==> src/rtl/i2c_arbiter.sv <==
// Round-robin arbiter sharing one I2C transaction engine between requesters.
// All sequencing advances on the I2C divider tick; ack/err are one-cycle pulses.
module i2c_arbiter #(
    parameter int N_REQ   = 2,
    parameter int TIMEOUT = 4095
) (
    input  logic                  i_clk,
    input  logic                  i_rst_n,
    input  logic                  i_tick,
    input  logic [N_REQ-1:0]      i_req,
    input  logic [7*N_REQ-1:0]    i_addr,
    input  logic [N_REQ-1:0]      i_mode,
    input  logic [16*N_REQ-1:0]   i_data,
    output logic [N_REQ-1:0]      o_gnt,
    output logic [N_REQ-1:0]      o_ack,
    output logic                  o_err,
    output logic                  o_busy,
    output logic                  o_start,
    output logic [6:0]            o_addr,
    output logic                  o_mode,
    output logic [15:0]           o_data,
    input  logic                  i_ready
);

    localparam int CW = $clog2(TIMEOUT + 1);
    localparam int PW = (N_REQ > 1) ? $clog2(N_REQ) : 1;

    typedef enum logic [1:0] {
        IDLE,
        START,
        WAIT_BUSY,
        WAIT_DONE
    } state_t;

    state_t            state_q, state_d;
    logic [PW-1:0]     ptr_q, ptr_d;
    logic [CW-1:0]     cnt_q, cnt_d;
    logic [N_REQ-1:0]  gnt_q, gnt_d;
    logic [N_REQ-1:0]  ack_q, ack_d;
    logic              err_q, err_d;
    logic              busy_q, busy_d;
    logic              start_q, start_d;
    logic [6:0]        addr_q, addr_d;
    logic              mode_q, mode_d;
    logic [15:0]       data_q, data_d;

    logic              found;
    logic [PW-1:0]     win;
    logic              expired;
    int                k;

    // Search from the requester after the last winner, wrapping around.
    always_comb begin
        found = 1'b0;
        win   = ptr_q;
        k     = 0;
        for (int i = 1; i <= N_REQ; i++) begin
            k = int'(ptr_q) + i;
            if (k >= N_REQ) k = k - N_REQ;
            if (!found && i_req[k]) begin
                found = 1'b1;
                win   = PW'(k);
            end
        end
    end

    assign expired = (cnt_q == CW'(TIMEOUT - 1));

    always_comb begin
        state_d = state_q;
        ptr_d   = ptr_q;
        cnt_d   = cnt_q;
        gnt_d   = gnt_q;
        ack_d   = '0;
        err_d   = 1'b0;
        addr_d  = addr_q;
        mode_d  = mode_q;
        data_d  = data_q;
        if (i_tick) begin
            unique case (state_q)
                IDLE: begin
                    if (found) begin
                        addr_d     = i_addr[7*win +: 7];
                        mode_d     = i_mode[win];
                        data_d     = i_data[16*win +: 16];
                        gnt_d      = '0;
                        gnt_d[win] = 1'b1;
                        ptr_d      = win;
                        state_d    = START;
                    end
                end
                START: begin
                    cnt_d   = '0;
                    state_d = WAIT_BUSY;
                end
                WAIT_BUSY, WAIT_DONE: begin
                    cnt_d = cnt_q + 1'b1;
                    if (state_q == WAIT_DONE && i_ready) begin
                        ack_d   = gnt_q;
                        gnt_d   = '0;
                        state_d = IDLE;
                    end else if (expired) begin
                        ack_d   = gnt_q;
                        err_d   = 1'b1;
                        gnt_d   = '0;
                        state_d = IDLE;
                    end else if (state_q == WAIT_BUSY && !i_ready) begin
                        state_d = WAIT_DONE;
                    end
                end
                default: state_d = IDLE;
            endcase
        end
        busy_d  = (state_d != IDLE);
        start_d = (state_d == START);
    end

    always_ff @(posedge i_clk or negedge i_rst_n) begin
        if (!i_rst_n) begin
            state_q <= IDLE;
            ptr_q   <= PW'(N_REQ - 1);
            cnt_q   <= '0;
            gnt_q   <= '0;
            ack_q   <= '0;
            err_q   <= 1'b0;
            busy_q  <= 1'b0;
            start_q <= 1'b0;
            addr_q  <= '0;
            mode_q  <= 1'b0;
            data_q  <= '0;
        end else begin
            state_q <= state_d;
            ptr_q   <= ptr_d;
            cnt_q   <= cnt_d;
            gnt_q   <= gnt_d;
            ack_q   <= ack_d;
            err_q   <= err_d;
            busy_q  <= busy_d;
            start_q <= start_d;
            addr_q  <= addr_d;
            mode_q  <= mode_d;
            data_q  <= data_d;
        end
    end

    assign o_gnt   = gnt_q;
    assign o_ack   = ack_q;
    assign o_err   = err_q;
    assign o_busy  = busy_q;
    assign o_start = start_q;
    assign o_addr  = addr_q;
    assign o_mode  = mode_q;
    assign o_data  = data_q;

endmodule
==> config.mk <==
export PLATFORM = sky130hd
export DESIGN_NAME = i2c_arbiter
export DESIGN_NICKNAME = d
export VERILOG_FILES = /design/src/rtl/i2c_arbiter.sv
export SDC_FILE = /design/constraint.sdc
export NUM_CORES = 1
export LEC_CHECK = 0
export BUFFER_PORTS_ARGS = -buffer_cell sky130_fd_sc_hd__buf_2
export CORE_MARGIN = 2
export CORE_UTILIZATION = 48
export CTS_BUF_LIST = sky130_fd_sc_hd__clkbuf_4 sky130_fd_sc_hd__clkbuf_8 sky130_fd_sc_hd__clkbuf_16
export DETAILED_ROUTE_END_ITERATION = 8
export GPL_ROUTABILITY_DRIVEN = 0
export PLACE_DENSITY = 0.9
export SKIP_CTS_REPAIR_TIMING = 1
export SLEW_MARGIN = 20
export SYNTH_ARGS = -nofsm -noshare
export SYNTH_HDL_FRONTEND = slang
export SYNTH_SLANG_ARGS = --single-unit
==> constraint.sdc <==
create_clock -name i_clk -period 2.3 [get_ports i_clk]
set_input_delay 0.46 -clock i_clk [delete_from_list [all_inputs] [get_ports i_clk]]
set_output_delay 0.46 -clock i_clk [all_outputs]
set_load 0.02 [all_outputs]
==> summary.txt, run 1 <==
Status
  – Status: completed

Synthesis
  – EDFF count, synth: 0
  – Syn nets: 267
  – Post-synthesis sequential area ratio: 53.77%
  – Cell taking the most area after synthesis: dfrtp_1
  – Syn Area/Cell: 10.16 sq um
  – Async SR Flop Fraction: 100.0%
  – Cell count after synthesis: 211
  – Yosys top cell area share: 52.54%
  – Synth Flop Type: dfrtp_1
  – Yosys warns: 0
  – Yosys cell types: 35
  – Flops & latches, synth: 46
  – Synth area leaders: dfrtp_1, mux2i_1, o21ai_0
  – Synthesized cell area: 2143 sq um

GRT
  – First-pass GRT wire length: 7486 microns
  – Vias in the first global route: 1716
  – Largest net degree at the start of global routing: 52
  – Number of antenna violations at the first check in global routing: 0
  – GR Util All Layers: 18.50%
  – Grt total ovfl: 0

STA
  – Final worst slack: 394.7 ps
  – Worst clock skew: 6.486 ps
  – Actual slew at the worst max-slew pin: 609.4 ps
  – Final worst-path cycle share: 82.84%
  – Worst rel slew slack: 59.22%
  – Setup_tns: 0 ps
  – RSZ-0062 raised after global routing: no
  – Slew Viols, Final: 0
  – Timing-limited maximum frequency: 524.8 MHz
  – Final hold violation count: 0
  – Fin crit period: 1905 ps
  – Final setup violating endpoints: 0

Final layout
  – Layout Nets: 351
  – Antenna Cells: 0
  – Storage element area: 1152 sq um
  – Fraction of layout cells with a size suffix above 1: 34.46%
  – Filler cell count: 400
  – Multi-input logic area: 935.9 sq um
  – P&R area growth vs syn: 26.09%

Clocking
  – Clock Latency Late Sink: 280 ps
  – CTS Sinks: 46
  – Worst-path clk slew: 80 ps
  – H-tree Lvls: 2
  – Root Driver: clkbuf_8
  – TritonCTS clock tree: done
  – Clock Path Buffers: 2
  – Total CTS buffers: 5

Worst setup path
  – Crit-path max FO: 13
  – CP Launch Type: flip-flop
  – CP required: 2510 ps
  – Setup crit end kind: flip-flop
  – Setup CP Type: reg -> reg
  – CP arrival: 2120 ps
  – R2R Setup Slk: 390 ps

Power
  – Leakage power: 1.400 nW
  – VDD IR max: 0.0005804 V
  – Pwr Density: 1136 nW/um^2

Detailed routing
  – DRT iter0 DRCs: 94
  – ANT nets after route: 0
  – First-pass detailed-route iteration total: 4
  – Number of remaining DRC errors: 0
  – Routed vias: 1795
  – Routed WL: 4543 microns
  – Drt wl/cell: 13.05 microns
  – Drt via density: 5.158

Die
  – Initial Utilization: 49.57%
  – Die height: 70.82 microns
  – Die Wd: 70.82 microns
  – Ports: 85
  – FP Rows: 24
  – CORE AREA: 4324 sq um
  – Die Area: 5015 sq um

Placement
  – Input/output buffers: 84
  – HPWL after DPL: 3416 microns
  – DP Worst Slack: 382.9 ps

Flow run
  – Max Cap Viol: 0

Worst hold path
  – Worst Hold Class: in -> async
[kinds of logic (layout without fill, tap and decap cells)]
kind of cell / after synthesis / after routing / share of synthesized area, %
DFF: 46 / 46 / 53.77
buffers and inverters: 14 / 99 / 2.744
muxes: 24 / 24 / 11.21
AOI/OAI and AO/OA: 49 / 49 / 13.37
adders and majority gates: 2 / 2 / 1.167
and+or+nand+nor: 69 / 69 / 14.89
xor gates and xnor gates: 7 / 7 / 2.861
[through the flow]
step	cells	power, mW	hold slack, ps	area, sq um	utilization [%]
6_report	348	3.070	251.0	2703	62.50
5_1_grt	348	3.306	308.7	2703	62.50
4_1_cts	348	3.107	268.0	2703	62.50
3_5_place_dp	340	2.616	465.4	2611	60.39
3_3_place_gp	340	2.549	456.8	2611	60.39
2_1_floorplan	211	2.171	164.4	2143	-
[worst max-delay path, stage by stage, from the launching register on]
cell	delay, ps
dfrtp_1	550
o2111a_2	300
or4b_4	480
or3_1	350
a21oi_1	150
[routing by layer]
layer	wire length (microns)	GRT usage (%)	vias up
met5	0	0	-
met4	66	6.289	0
met3	176	2.849	7
met2	2487	34.48	46
met1	1813	21.54	843
li1	-	-	899
[flip-flops by register name (all words and copies together), names as in the netlist, 2 cells and up]
name / count
o_ack: 2
cnt_q: 12
state_q: 2
o_data: 16
o_gnt: 2
o_addr: 7
[worst paths after layout]
check | start | end | depth (start not counted)
setup / recovery | state_q[0]$_DFF_PN0_ | cnt_q[11]$_DFFE_PN0P_ | 4
min in group i_clk | i_req[0] | ptr_q$_DFFE_PN1P_ | 2
hold / removal | i_rst_n | cnt_q[0]$_DFFE_PN0P_ | 2
hold reg to reg | o_addr[1]$_DFFE_PN0P_ | o_addr[1]$_DFFE_PN0P_ | 2
max in group asynchronous | i_rst_n | o_addr[2]$_DFFE_PN0P_ | 2
setup reg to reg | state_q[0]$_DFF_PN0_ | cnt_q[11]$_DFFE_PN0P_ | 4
[power breakdown]
group | switching [mW] | internal, mW
sequential | 0.225 | 1.10
clock | 0.241 | 0.251
combinational | 0.766 | 0.483
[cell usage after synthesis, types with 2 or more instances]
cell,count
dfrtp_1,45
xnor2_1,4
a21oi_1,5
buf_2,2
o21ai_0,31
mux2i_1,24
nor3b_1,3
nand2_1,38
and2_1,2
ha_1,2
o21ai_1,2
xor2_1,3
inv_1,4
o31a_1,2
nor2_1,11
nand3_1,5
nor3_1,2
o2bb2ai_1,2
clkbuf_1,7
or3_1,2
[layout by cell type, fill, tap and decap left out, types with 3 or more instances in the layout]
cell type / n
a21oi_1: 5
buf_2: 84
buf_4: 3
clkbuf_4: 3
clkbuf_8: 5
dfrtp_1: 45
inv_1: 4
mux2i_1: 24
nand2_1: 38
nand3_1: 5
nor2_1: 11
nor3b_1: 3
o21ai_0: 31
xnor2_1: 4
xor2_1: 3
[final cells by class]
class	instances	area share, %
sequential	46	42.64
multi-input combinational	151	34.63
timing repair buffer	87	16.39
clock buffer	8	3.380
tap	52	2.407
inverter	4	0.5556
Power figures use the tool's default switching activity.
==> inputs of run 2 (changes only) <==
CORE_UTILIZATION = 43   (was 48)
PLACE_DENSITY = 0.86   (was 0.9)
clock period = 1.6 ns   (was 2.3 ns; I/O delays follow)
==> summary.txt, run 2 (synthesis gave the netlist of run 1 again) <==
Status
  – Status: finished, violations left
  – Failing checks: hold timing, setup timing

Die
  – Ports: 85
  – FP Rows: 25
  – CORE AREA: 4755 sq um
  – Die Wd: 74.60 microns
  – Die height: 74.60 microns
  – Die Area: 5565 sq um
  – Initial Utilization: 45.08%

GRT
  – Grt total ovfl: 0
  – Largest net degree at the start of global routing: 52
  – GR Util met2: 33.04%
  – Vias in the first global route: 1712
  – First-pass GRT wire length: 7590 microns
  – GR Util All Layers: 17.92%
  – GRT busiest layer: met2
  – Number of antenna violations at the first check in global routing: 0
  – Met3 Usage GRT: 3.794%
  – Met1 usage: 20.97%

Worst setup path
  – Crit-path max FO: 4
  – Setup CP Type: reg -> reg
  – Setup crit end kind: flip-flop
  – Cell depth of the worst setup path: 4
  – R2r startpoint: cnt_q[1]$_DFFE_PN0P_
  – Worst r2r path cells: 4
  – CP delay by family, top: simple AND/OR/NAND/NOR gates
  – CP Launch Type: flip-flop
  – Crit path launch: cnt_q[1]$_DFFE_PN0P_
  – Critical Path End: cnt_q[11]$_DFFE_PN0P_
  – Worst-path cell chain: o2111a_2 > or4b_4 > or3_1 > a21oi_2
  – CP bufs+invs: 0
  – CP required: 1820 ps
  – Slowest cell on crit path: or4b_4
  – R2R Setup Slk: -40 ps
  – CP arrival: 1860 ps
  – Reg-to-reg critical path endpoint: cnt_q[11]$_DFFE_PN0P_
  – Largest stage delay, worst path: 470 ps

STA
  – Setup_tns: -79.55 ps
  – Final worst slack: -41.23 ps
  – Timing-limited maximum frequency: 609.3 MHz
  – Hold_ws: -15.11 ps
  – Worst rel slew slack: 68.32%
  – Worst clock skew: 6.305 ps
  – Final hold violation count: 6
  – Final worst-path cycle share: 102.6%
  – Final setup violating endpoints: 3
  – Fin crit period: 1641 ps
  – Slew Viols, Final: 0
  – Actual slew at the worst max-slew pin: 470.1 ps
  – RSZ-0062 raised after global routing: yes

Final layout
  – Leading cell types in the layout, fill and taps excluded: buf_2, dfrtp_1, nand2_1
  – P&R area growth vs syn: 37.54%
  – Largest register FFs: 16
  – Fraction of layout cells with a size suffix above 1: 39.42%
  – Final Cell Area: 2948 sq um
  – Utilization after layout: 62.00%
  – Fin cells: 379
  – Most common cell after layout, fill and taps aside: buf_2
  – Layout Nets: 367
  – Antenna Cells: 0

Detailed routing
  – Routed WL: 5001 microns
  – Routed vias: 1830
  – ANT nets after route: 0
  – Number of remaining DRC errors: 0
  – DRT iter0 DRCs: 90
  – First-pass detailed-route iteration total: 4
  – Drt via density: 4.828
  – Drt wl/cell: 13.20 microns

Clocking
  – CTS Sinks: 46
  – Clock Latency Late Sink: 290 ps
  – Worst-path clk slew: 80 ps
  – H-tree Lvls: 2
  – Root Driver: clkbuf_8
  – TritonCTS clock tree: done
  – Clock Path Buffers: 2
  – Total CTS buffers: 5

Placement
  – DP Worst Slack: -4.747 ps
  – Cell Area, Placed: 2769 sq um
  – HPWL after DPL: 3656 microns
  – Input/output buffers: 84
  – Dpl cells: 368

Worst hold path
  – Worst Hold Class: in -> async

Power
  – VDD IR max: 0.0008078 V
  – Total design power: 4.874 mW
  – Leakage power: 1.518 nW
  – Pwr Density: 1653 nW/um^2

Flow run
  – Max Cap Viol: 0
==> run 2: cell count changes in the layout (fill, tap and decap cells not counted), sizes merged <==
cell	delta
bufinv	+1
clkbuf	-1
buf	+16
==> run 2: worst min path at each step <==
stage                       start                      to  slack, ps  cells past startpoint
after CTS                 i_rst_n  o_data[12]$_DFFE_PN0P_          3                      2
after detailed placement  i_rst_n    cnt_q[7]$_DFFE_PN0P_        320                      2
final                     i_rst_n   cnt_q[10]$_DFFE_PN0P_        -20                      2
after global placement    i_rst_n    cnt_q[8]$_DFFE_PN0P_        320                      2
after global routing      i_rst_n   o_data[9]$_DFFE_PN0P_          7                      2
after floorplan           i_rst_n    cnt_q[0]$_DFFE_PN0P_         20                      0
==> run 2: worst reg2reg max path: cells and delay by family (launching register included) <==
| kind | cells | cell delay (ps) |
|---|---|---|
| AO/OA/AOI/OAI | 2 | 360 |
| flip-flops | 1 | 410 |
| AND/OR/NAND/NOR | 2 | 810 |
==> run 2: final cells by class <==
class	instances	area, sq um
clock buffer	7	90.09
multi-input combinational	151	975.9
fill	410	1807
clock inverter	1	30.03
timing repair buffer	103	600.6
sequential	46	1152
tap	67	83.83
inverter	4	15.01
==> run 2: power breakdown <==
part           switching, mW  internal [mW]
logic                   1.27          0.873
registers              0.241           1.59
clock network          0.376          0.526
==> run 2: routing by layer <==
layer  part of all wire (%)  up-vias
met5                      0        -
met4                    1.0        0
met3                    3.4        4
met2                     55       38
met1                     41      852
li1                       -      936
==> inputs of run 3 (changes only) <==
CTS_BUF_LIST = default   (was sky130_fd_sc_hd__clkbuf_4 sky130_fd_sc_hd__clkbuf_8 sky130_fd_sc_hd__clkbuf_16)
==> summary.txt, run 3 (synthesis gave the netlist of run 1 again) <==
Status
  – Status: finished, violations left
  – Failing checks: hold timing, setup timing

STA
  – Final setup violating endpoints: 3
  – Final hold violation count: 5
  – Hold_ws: -11.01 ps
  – Slew Viols, Final: 0
  – Timing-limited maximum frequency: 607.6 MHz
  – Fin crit period: 1646 ps
  – Worst rel slew slack: 67.46%
  – Final worst slack: -45.82 ps
  – Worst clock skew: 5.052 ps
  – Actual slew at the worst max-slew pin: 482.9 ps
  – Final worst-path cycle share: 102.9%
  – RSZ-0062 raised after global routing: yes

Worst setup path
  – Largest stage delay, worst path: 470 ps
  – Crit-path max FO: 4
  – CP arrival: 1860 ps
  – Worst-path cell chain: o2111a_2 > or4b_4 > or3_1 > a21oi_2
  – Slowest cell on crit path: or4b_4
  – CP bufs+invs: 0
  – CP Launch Type: flip-flop
  – CP required: 1820 ps
  – Setup crit end kind: flip-flop
  – Setup CP Type: reg -> reg
  – CP delay by family, top: simple AND/OR/NAND/NOR gates

Final layout
  – Final Cell Area: 2944 sq um
  – P&R area growth vs syn: 37.36%
  – Filler cell count: 410
  – Layout Nets: 367
  – Fraction of layout cells with a size suffix above 1: 39.10%
  – Most common cell after layout, fill and taps aside: buf_2
  – Largest register FFs: 16
  – Leading cell types in the layout, fill and taps excluded: buf_2, dfrtp_1, nand2_1
  – Antenna Cells: 0

Power
  – Leakage power: 1.514 nW
  – VDD IR max: 0.0008020 V
  – Pwr Density: 1649 nW/um^2

Flow run
  – Max Cap Viol: 0

Placement
  – DP Worst Slack: -4.747 ps
  – HPWL after DPL: 3656 microns
  – Cell Area, Placed: 2769 sq um
  – Input/output buffers: 84

Clocking
  – TritonCTS clock tree: done
  – Root Driver: clkbuf_8
  – Clock Latency Late Sink: 290 ps
  – Clock Path Buffers: 2
  – Worst-path clk slew: 80 ps
  – H-tree Lvls: 2
  – Total CTS buffers: 5
  – CTS Sinks: 46

Die
  – Die Wd: 74.60 microns
  – Ports: 85
  – FP Rows: 25
  – Initial Utilization: 45.08%
  – Die height: 74.60 microns
  – CORE AREA: 4755 sq um
  – Die Area: 5565 sq um

GRT
  – Largest net degree at the start of global routing: 52
  – Vias in the first global route: 1712
  – GR Util All Layers: 17.92%
  – Grt total ovfl: 0
  – First-pass GRT wire length: 7590 microns
  – Number of antenna violations at the first check in global routing: 0

Detailed routing
  – First-pass detailed-route iteration total: 4
  – Number of remaining DRC errors: 0
  – ANT nets after route: 0
  – DRT iter0 DRCs: 90
  – Routed WL: 5002 microns
  – Drt wl/cell: 13.20 microns
  – Routed vias: 1842
  – Drt via density: 4.860

Worst hold path
  – Worst Hold Class: in -> async
[run 3: cell count changes in the layout (fill, tap and decap cells not counted)]
| cell | before | now |
|---|---|---|
| clkbuf_4 | 1 | 0 |
| clkbuf_1 | 0 | 1 |
[run 3: cell type report]
| cell class | count | area (sq um) | share of cell area (%) |
|---|---|---|---|
| well taps | 67 | 83.83 | 2.847 |
| repair buffers | 103 | 600.6 | 20.40 |
| clock buffers | 7 | 86.33 | 2.932 |
| flip-flops and latches | 46 | 1152 | 39.14 |
| multi-input cells | 151 | 975.9 | 33.15 |
| clock inverters | 1 | 30.03 | 1.020 |
| inverters | 4 | 15.01 | 0.5100 |
[run 3: per-layer routing]
metal | routed length (microns) | vias to the layer above | share of wire [%] | track usage [%]
met5 | 0 | - | 0 | 0
met4 | 51 | 0 | 1.0 | 4.960
met3 | 185 | 4 | 3.7 | 3.794
met2 | 2749 | 44 | 55 | 33.04
met1 | 2015 | 857 | 40 | 20.97
li1 | - | 937 | - | -
[run 3: where the power goes]
part	total [mW]	leakage [nW]	internal [mW]	switching, mW
sequential	1.83	0.585	1.59	0.242
clock	0.881	0.0585	0.510	0.371
combinational	2.14	0.871	0.873	1.27
total	4.85	1.51	2.97	1.88
[run 3: through the flow]
stage | hold WS [ps] | util [%] | setup TNS, ps | power [mW] | instances
after floorplan | 24.41 | - | 0 | 3.122 | 211
after global routing | 6.826 | 61.92 | -409.7 | 5.193 | 379
after detailed placement | 321.1 | 58.24 | -6.532 | 3.940 | 368
after CTS | 3.237 | 60.68 | -152.3 | 4.840 | 376
after global placement | 317.3 | 58.24 | 0 | 3.861 | 368
final | -11.01 | 61.92 | -80.58 | 4.855 | 379
[run 3: path summary, 6_finish.rpt]
| check | from | end | slack, ps | cells after the start |
|---|---|---|---|---|
| worst max-delay path | cnt_q[1]$_DFFE_PN0P_ | cnt_q[11]$_DFFE_PN0P_ | -50 | 4 |
| worst min-delay path | i_rst_n | cnt_q[10]$_DFFE_PN0P_ | -10 | 2 |
| worst max register to register | cnt_q[1]$_DFFE_PN0P_ | cnt_q[11]$_DFFE_PN0P_ | -50 | 4 |
| worst min register to register | o_addr[5]$_DFFE_PN0P_ | o_addr[5]$_DFFE_PN0P_ | 480 | 2 |
| max in group asynchronous | i_rst_n | ptr_q$_DFFE_PN1P_ | 1330 | 2 |
| min in group i_clk | i_req[0] | ptr_q$_DFFE_PN1P_ | 240 | 2 |
